**src/rtl/ps2_pkg.sv**
```systemverilog
// Shared PS/2 definitions: receiver FSM states, default timing constants and the
// scan-code prefixes the downstream decoder keys on.
package ps2_pkg;

  localparam int PS2_BITS           = 8;
  localparam int PS2_FILTER_LEN_DEF = 8;
  localparam int PS2_TIMEOUT_DEF    = 50000;

  localparam logic [PS2_BITS-1:0] PS2_BREAK = 8'hF0;
  localparam logic [PS2_BITS-1:0] PS2_EXT   = 8'hE0;

  typedef enum logic [1:0] {
    ST_IDLE   = 2'd0,
    ST_DATA   = 2'd1,
    ST_PARITY = 2'd2,
    ST_STOP   = 2'd3
  } ps2_state_e;

  // True when data bits plus parity bit hold an odd number of ones.
  function automatic logic ps2_odd_ok(input logic [PS2_BITS:0] bits);
    return ^bits;
  endfunction

endpackage

```
**src/rtl/ps2_filter.sv**
```systemverilog
// PS/2 pin conditioning: 2-flop synchronizers plus a stability filter on the clock line.
// fall_o pulses 2 + FILTER_LEN cycles after a raw clock fall; no backpressure.
module ps2_filter
  import ps2_pkg::*;
#(
  parameter int FILTER_LEN = PS2_FILTER_LEN_DEF
) (
  input  logic clk_i,
  input  logic rst_ni,
  input  logic ps2_clk_i,
  input  logic ps2_dat_i,
  output logic dat_o,
  output logic clk_o,
  output logic fall_o
);

  logic [1:0] clk_sync_q;
  logic [1:0] dat_sync_q;
  logic [7:0] cnt_q, cnt_d;
  logic       filt_q, filt_d;
  logic       fall_q, fall_d;
  logic       clk_s;

  assign clk_s = clk_sync_q[1];

  // Sync flops reset to the idle-high line level so release never fakes an edge.
  always_ff @(posedge clk_i or negedge rst_ni) begin
    if (!rst_ni) begin
      clk_sync_q <= 2'b11;
      dat_sync_q <= 2'b11;
    end else begin
      clk_sync_q <= {clk_sync_q[0], ps2_clk_i};
      dat_sync_q <= {dat_sync_q[0], ps2_dat_i};
    end
  end

  always_comb begin
    cnt_d  = cnt_q;
    filt_d = filt_q;
    if (clk_s == filt_q) begin
      cnt_d = 8'd0;
    end else if (cnt_q == 8'(FILTER_LEN - 1)) begin
      filt_d = clk_s;
      cnt_d  = 8'd0;
    end else if (cnt_q != 8'hFF) begin
      cnt_d = cnt_q + 8'd1;
    end
    fall_d = filt_q & ~filt_d;
  end

  always_ff @(posedge clk_i or negedge rst_ni) begin
    if (!rst_ni) begin
      cnt_q  <= 8'd0;
      filt_q <= 1'b1;
      fall_q <= 1'b0;
    end else begin
      cnt_q  <= cnt_d;
      filt_q <= filt_d;
      fall_q <= fall_d;
    end
  end

  assign dat_o  = dat_sync_q[1];
  assign clk_o  = filt_q;
  assign fall_o = fall_q;

endmodule

```
**src/rtl/ps2_rx.sv**
```systemverilog
// PS/2 receiver: 11-bit frame FSM with stall watchdog; strobe/err one cycle after the stop-bit fall,
// no backpressure. Define PS2_PARITY_CHECK_EN to drop odd-parity failures as ps2_err.
module ps2_rx
  import ps2_pkg::*;
#(
  parameter int FILTER_LEN = PS2_FILTER_LEN_DEF,
  parameter int TIMEOUT    = PS2_TIMEOUT_DEF
) (
  input  logic                CLOCK_50,
  input  logic                RESET_N,
  input  logic                ps2_clk,
  input  logic                ps2_dat,
  output logic [PS2_BITS-1:0] ps2_data,
  output logic                ps2_data_clk,
  output logic                ps2_err
);

  logic dat_s;
  logic filt_clk;
  logic fall_raw;
  logic fall;

  ps2_filter #(
    .FILTER_LEN(FILTER_LEN)
  ) u_filter (
    .clk_i    (CLOCK_50),
    .rst_ni   (RESET_N),
    .ps2_clk_i(ps2_clk),
    .ps2_dat_i(ps2_dat),
    .dat_o    (dat_s),
    .clk_o    (filt_clk),
    .fall_o   (fall_raw)
  );

  // The filter's fall pulse coincides with the filtered line being low.
  assign fall = fall_raw & ~filt_clk;

  ps2_state_e          state_q, state_d;
  logic [PS2_BITS-1:0] shift_q, shift_d;
  logic [PS2_BITS-1:0] data_q, data_d;
  logic [2:0]          bitcnt_q, bitcnt_d;
  logic [15:0]         wdog_q, wdog_d;
  logic                strobe_q, strobe_d;
  logic                err_q, err_d;
  logic                timeout;
  logic                last_bit;
  logic                frame_ok;
`ifdef PS2_PARITY_CHECK_EN
  logic                par_q, par_d;
`endif

  // Fires as the counter would step onto TIMEOUT-1; a coincident fall wins.
  assign timeout  = (state_q != ST_IDLE) && !fall && (wdog_q == 16'(TIMEOUT - 2));
  assign last_bit = (bitcnt_q == 3'(PS2_BITS - 1));

`ifdef PS2_PARITY_CHECK_EN
  assign frame_ok = dat_s & ps2_odd_ok({par_q, shift_q});
`else
  assign frame_ok = dat_s;
`endif

  always_ff @(posedge CLOCK_50 or negedge RESET_N) begin
    if (!RESET_N) begin
      state_q <= ST_IDLE;
    end else begin
      state_q <= state_d;
    end
  end

  always_comb begin
    state_d = state_q;
    unique case (state_q)
      ST_IDLE: begin
        if (fall && !dat_s) state_d = ST_DATA;
      end
      ST_DATA: begin
        if (fall && last_bit) state_d = ST_PARITY;
        else if (timeout)     state_d = ST_IDLE;
      end
      ST_PARITY: begin
        if (fall)         state_d = ST_STOP;
        else if (timeout) state_d = ST_IDLE;
      end
      ST_STOP: begin
        if (fall || timeout) state_d = ST_IDLE;
      end
      default: state_d = ST_IDLE;
    endcase
  end

  always_comb begin
    shift_d  = shift_q;
    data_d   = data_q;
    bitcnt_d = bitcnt_q;
    strobe_d = 1'b0;
    err_d    = 1'b0;
    wdog_d   = 16'd0;
`ifdef PS2_PARITY_CHECK_EN
    par_d    = par_q;
`endif
    if (state_q != ST_IDLE && !fall && !timeout) begin
      wdog_d = wdog_q + 16'd1;
    end
    if (timeout) begin
      err_d = 1'b1;
    end
    unique case (state_q)
      ST_IDLE: begin
        if (fall && !dat_s) bitcnt_d = 3'd0;
      end
      ST_DATA: begin
        if (fall) begin
          shift_d[bitcnt_q] = dat_s;
          bitcnt_d          = bitcnt_q + 3'd1;
        end
      end
      ST_PARITY: begin
`ifdef PS2_PARITY_CHECK_EN
        if (fall) par_d = dat_s;
`endif
      end
      ST_STOP: begin
        if (fall) begin
          if (frame_ok) begin
            data_d   = shift_q;
            strobe_d = 1'b1;
          end else begin
            err_d = 1'b1;
          end
        end
      end
      default: ;
    endcase
  end

  always_ff @(posedge CLOCK_50 or negedge RESET_N) begin
    if (!RESET_N) begin
      shift_q  <= '0;
      data_q   <= '0;
      bitcnt_q <= 3'd0;
      wdog_q   <= 16'd0;
      strobe_q <= 1'b0;
      err_q    <= 1'b0;
    end else begin
      shift_q  <= shift_d;
      data_q   <= data_d;
      bitcnt_q <= bitcnt_d;
      wdog_q   <= wdog_d;
      strobe_q <= strobe_d;
      err_q    <= err_d;
    end
  end

`ifdef PS2_PARITY_CHECK_EN
  always_ff @(posedge CLOCK_50 or negedge RESET_N) begin
    if (!RESET_N) begin
      par_q <= 1'b0;
    end else begin
      par_q <= par_d;
    end
  end
`endif

  assign ps2_data     = data_q;
  assign ps2_data_clk = strobe_q;
  assign ps2_err      = err_q;

endmodule

```
**config.mk**
```make
export PLATFORM = sky130hd
export DESIGN_NAME = ps2_rx
export DESIGN_NICKNAME = d
export VERILOG_FILES = /design/src/rtl/ps2_pkg.sv /design/src/rtl/ps2_filter.sv /design/src/rtl/ps2_rx.sv
export SDC_FILE = /design/constraint.sdc
export NUM_CORES = 1
export LEC_CHECK = 0
export ABC_AREA = 1
export BUFFER_PORTS_ARGS = -buffer_cell sky130_fd_sc_hd__buf_2
export CAP_MARGIN = 25
export CORE_MARGIN = 3
export CORE_UTILIZATION = 25
export DETAILED_ROUTE_END_ITERATION = 12
export GPL_TIMING_DRIVEN = 0
export PLACE_DENSITY = 0.44
export SYNTH_ARGS = -nofsm -noshare
export SYNTH_HDL_FRONTEND = slang
export SYNTH_HIERARCHICAL = 1
export SYNTH_SLANG_ARGS = --single-unit
```
**constraint.sdc**
```tcl
create_clock -name CLOCK_50 -period 1.75 [get_ports CLOCK_50]
set_input_delay 0.0875 -clock CLOCK_50 [delete_from_list [all_inputs] [get_ports CLOCK_50]]
set_output_delay 0.0875 -clock CLOCK_50 [all_outputs]
set_load 0.01 [all_outputs]
```
==> impl_metrics.ini <==
[worst_setup_path]
reg2reg_from = wdog_q[0]$_DFF_PN0_
r2r_slack_ns = 0.18
ff2ff_path_depth = 10
cp-start-kind = flop
required_ns = 1.95
critPathCaptureType = flop
r2r-end = wdog_q[9]$_DFF_PN0_
critPathMaxFanout = 10
crit_start = wdog_q[0]$_DFF_PN0_
path_class = reg2reg
crit_arrival_ns = 1.77

[cts]
clock-sinks = 53
cts-root-buf = clkbuf_8
cts_htree_levels = 2
path_clk_slew_ns = 0.10
cts_buffers = 5
cts_tree = yes
post_cts_buffers = 0
clock_latency_ns = 0.31
clockBufferDepth = 2

[grt]
grt_max_degree = 29
track_usage = 0.0934
grt_pass1_wl_um = 9080
grt-ovfl-total = 0
antenna_found_initial = 0
grt_pass1_vias = 1910

[sta]
fmax_mhz = 637
setup_tns_ns = 0
rsz0062_at_grt = false
period_share = 0.897
final-hold-violation-count = 0
finalSetupViolations = 0
maxSlewViolCount = 0
fin_skew_ns = 0.0120
period_needed_ns = 1.57
relSlewSlack = 0.587
worst_pin_slew_ns = 0.620

[placed_design]
dp_cells = 467
dpl-instance-area_um2 = 2930
place_hpwl_um = 3750
gp_congestion = 0.763
io_buffers = 13

[layout]
drive_gt1_frac = 0.149
area_growth_pct = 14.4
design_area_um2 = 3060
nets = 351
multiInputGateArea_um2 = 1160
final_cells = 478
num_antenna_cells = 0
fillCellCount = 1114
seq_area_um2 = 1330

[floorplanning]
core_um2 = 10400
rows = 37
die_area_um2 = 12000
die_w_um = 109
initial_core_util = 0.258
io_pins = 14
die-height_um = 109

[yosys]
syn-num-nets = 327
synth_common_cells = 66 x nand2_1, 48 x dfrtp_1, 48 x nor2_1
synth_simple_gate_area_frac = 0.299
seq_area_frac_synth = 0.499
synth_area_per_cell_um2 = 8.43
synth.distinct_cells = 31
synth_top_area_frac = 0.449
yosysMostFrequentCell = nand2_1
synth_compound_area_frac = 0.0777
synth_edf_count = 0
synth_area_um2 = 2670
ys_seq_elements = 53
yosysWarnings = 6
synth_fa_ha_area_frac = 0.0281
synth_ff_type = dfrtp_1
synth_area_leader_cell = dfrtp_1
synth_area_leaders = dfrtp_1 45%, nand2_1 9.3%, nor2_1 6.7%
async_flop_share = 1.00
synth_top_family_by_area = simple AND/OR/NAND/NOR gates
synth_cells = 317
synth_xor_area_frac = 0.0262
muxShareOfSynthArea = 0

[route]
ant_nets = 0
num_vias = 2004
drc = 0
via_per_inst = 4.19
wl_per_cell_um = 10.6
postRouteWirelength_um = 5080
drt_iter0_markers = 83
firstDrtPassIters = 4

[run_status]
run_status = finished, final reports clean

[flow_run]
max_cap_violations = 0

[pwr]
seqPwrFrac = 0.583
max-vdd-ir-drop_v = 0.000281
p_int_uw = 1650
clock_power_share = 0.316
power.switching_uw = 642
powerDensity_nw_per_um2 = 749
p_leak_uw = 0.00143
p_sw_frac = 0.280
power_frac_comb = 0.101
p_total_uw = 2290

[hold_path]
worstHoldPathType = in2async
critical path: stages, from the launching register on:
cell and delay, ns:
dfrtp_1 0.43, inv_1 0.07, ha_1 0.14, inv_1 0.04, nor2_1 0.08, nand2_1 0.06, nor2_1 0.16, nand2_1 0.13
nand2_4 0.13, buf_6 0.15, nor2_1 0.05
through the flow:
step	worst slack (ns)	utilization	hold slack, ns
after global routing	0.0129	0.295	0.370
final	0.181	0.295	0.340
after CTS	0.129	0.294	0.363
after global placement	0.149	0.280	0.195
after detailed placement	0.148	0.282	0.152
after floorplan	0.419	-	-0.208
placed cells by master, fill, tap and decap left out, types with 2 or more instances in the layout:
master / Yosys / layout
nor2_1: 48 / 48
a31oi_1: 8 / 8
nand3_1: 22 / 22
o21bai_1: 3 / 3
nor2_2: 3 / 3
nand2_1: 66 / 66
nand2_4: 1 / 2
nand2_2: 5 / 4
buf_6: 2 / 2
nor2_4: 2 / 2
ha_1: 6 / 6
o21ai_0: 3 / 3
xor2_1: 7 / 7
clkbuf_8: 0 / 5
a21oi_1: 11 / 11
dfrtp_1: 48 / 48
dlygate4sd3_1: 0 / 3
nor3b_1: 2 / 2
inv_2: 3 / 3
nor3_1: 9 / 9
inv_1: 39 / 39
nor2_8: 2 / 2
dfstp_2: 5 / 5
o21ai_1: 10 / 10
nand4_1: 4 / 4
buf_2: 0 / 13
registers in the layout, summed over array words and instances (netlist names):
| signal | cells |
|---|---|
| u_filter/clk_o | 1 |
| shift_q | 8 |
| wdog_q | 16 |
| u_filter/fall_o | 1 |
| u_filter/dat_sync_q | 2 |
| bitcnt_q | 3 |
| u_filter/clk_sync_q | 2 |
| ps2_data | 8 |
| ps2_data_clk | 1 |
| ps2_err | 1 |
| u_filter/cnt_q | 8 |
| state_q | 2 |
worst max path at each step:
stage | endpoint | depth (start not counted)
2_1_floorplan | wdog_q[10]$_DFF_PN0_ | 10
3_3_place_gp | wdog_q[9]$_DFF_PN0_ | 10
3_5_place_dp | wdog_q[10]$_DFF_PN0_ | 10
4_1_cts | wdog_q[10]$_DFF_PN0_ | 10
5_1_grt | wdog_q[10]$_DFF_PN0_ | 10
6_report | wdog_q[9]$_DFF_PN0_ | 10
routing by layer:
metal,share of wire,vias to the layer above,track usage
met3,0.030,6,0.0194
met4,0.014,0,0.0267
met1,0.51,914,0.130
met5,0,-,0
met2,0.45,23,0.147
li1,-,1061,-
layout make-up:
cell class,count,area share
plain buffers,3,0.00982
clock buffers,5,0.0225
clock inverters,3,0.00819
inverters,42,0.0516
multi-input cells,219,0.379
flip-flops and latches,53,0.436
well taps,136,0.0557
repair buffers,17,0.0377
logic make-up (layout without fill, tap and decap cells):
group / after synthesis / after routing
AND/OR/NAND/NOR: 168 / 168
flip-flops: 53 / 53
buffers and inverters: 45 / 70
AO/OA/AOI/OAI: 37 / 37
XOR/XNOR: 8 / 8
adder cells (fa/ha/maj): 6 / 6
power by group through the flow:
stage | clock network, uW | logic (uW) | registers, uW
2_1_floorplan | 0 | 163 | 1340
3_3_place_gp | 0 | 224 | 1360
3_5_place_dp | 0 | 231 | 1360
4_1_cts | 768 | 237 | 1330
5_1_grt | 825 | 269 | 1340
6_report | 724 | 230 | 1330
what timing repair did:
item,CTS,global route
setup endpoints to repair,0,10
endpoints found under the hold margin,24,0
hold buffers,3,0
gates resized for setup,0,1
Power figures use the tool's default switching activity.
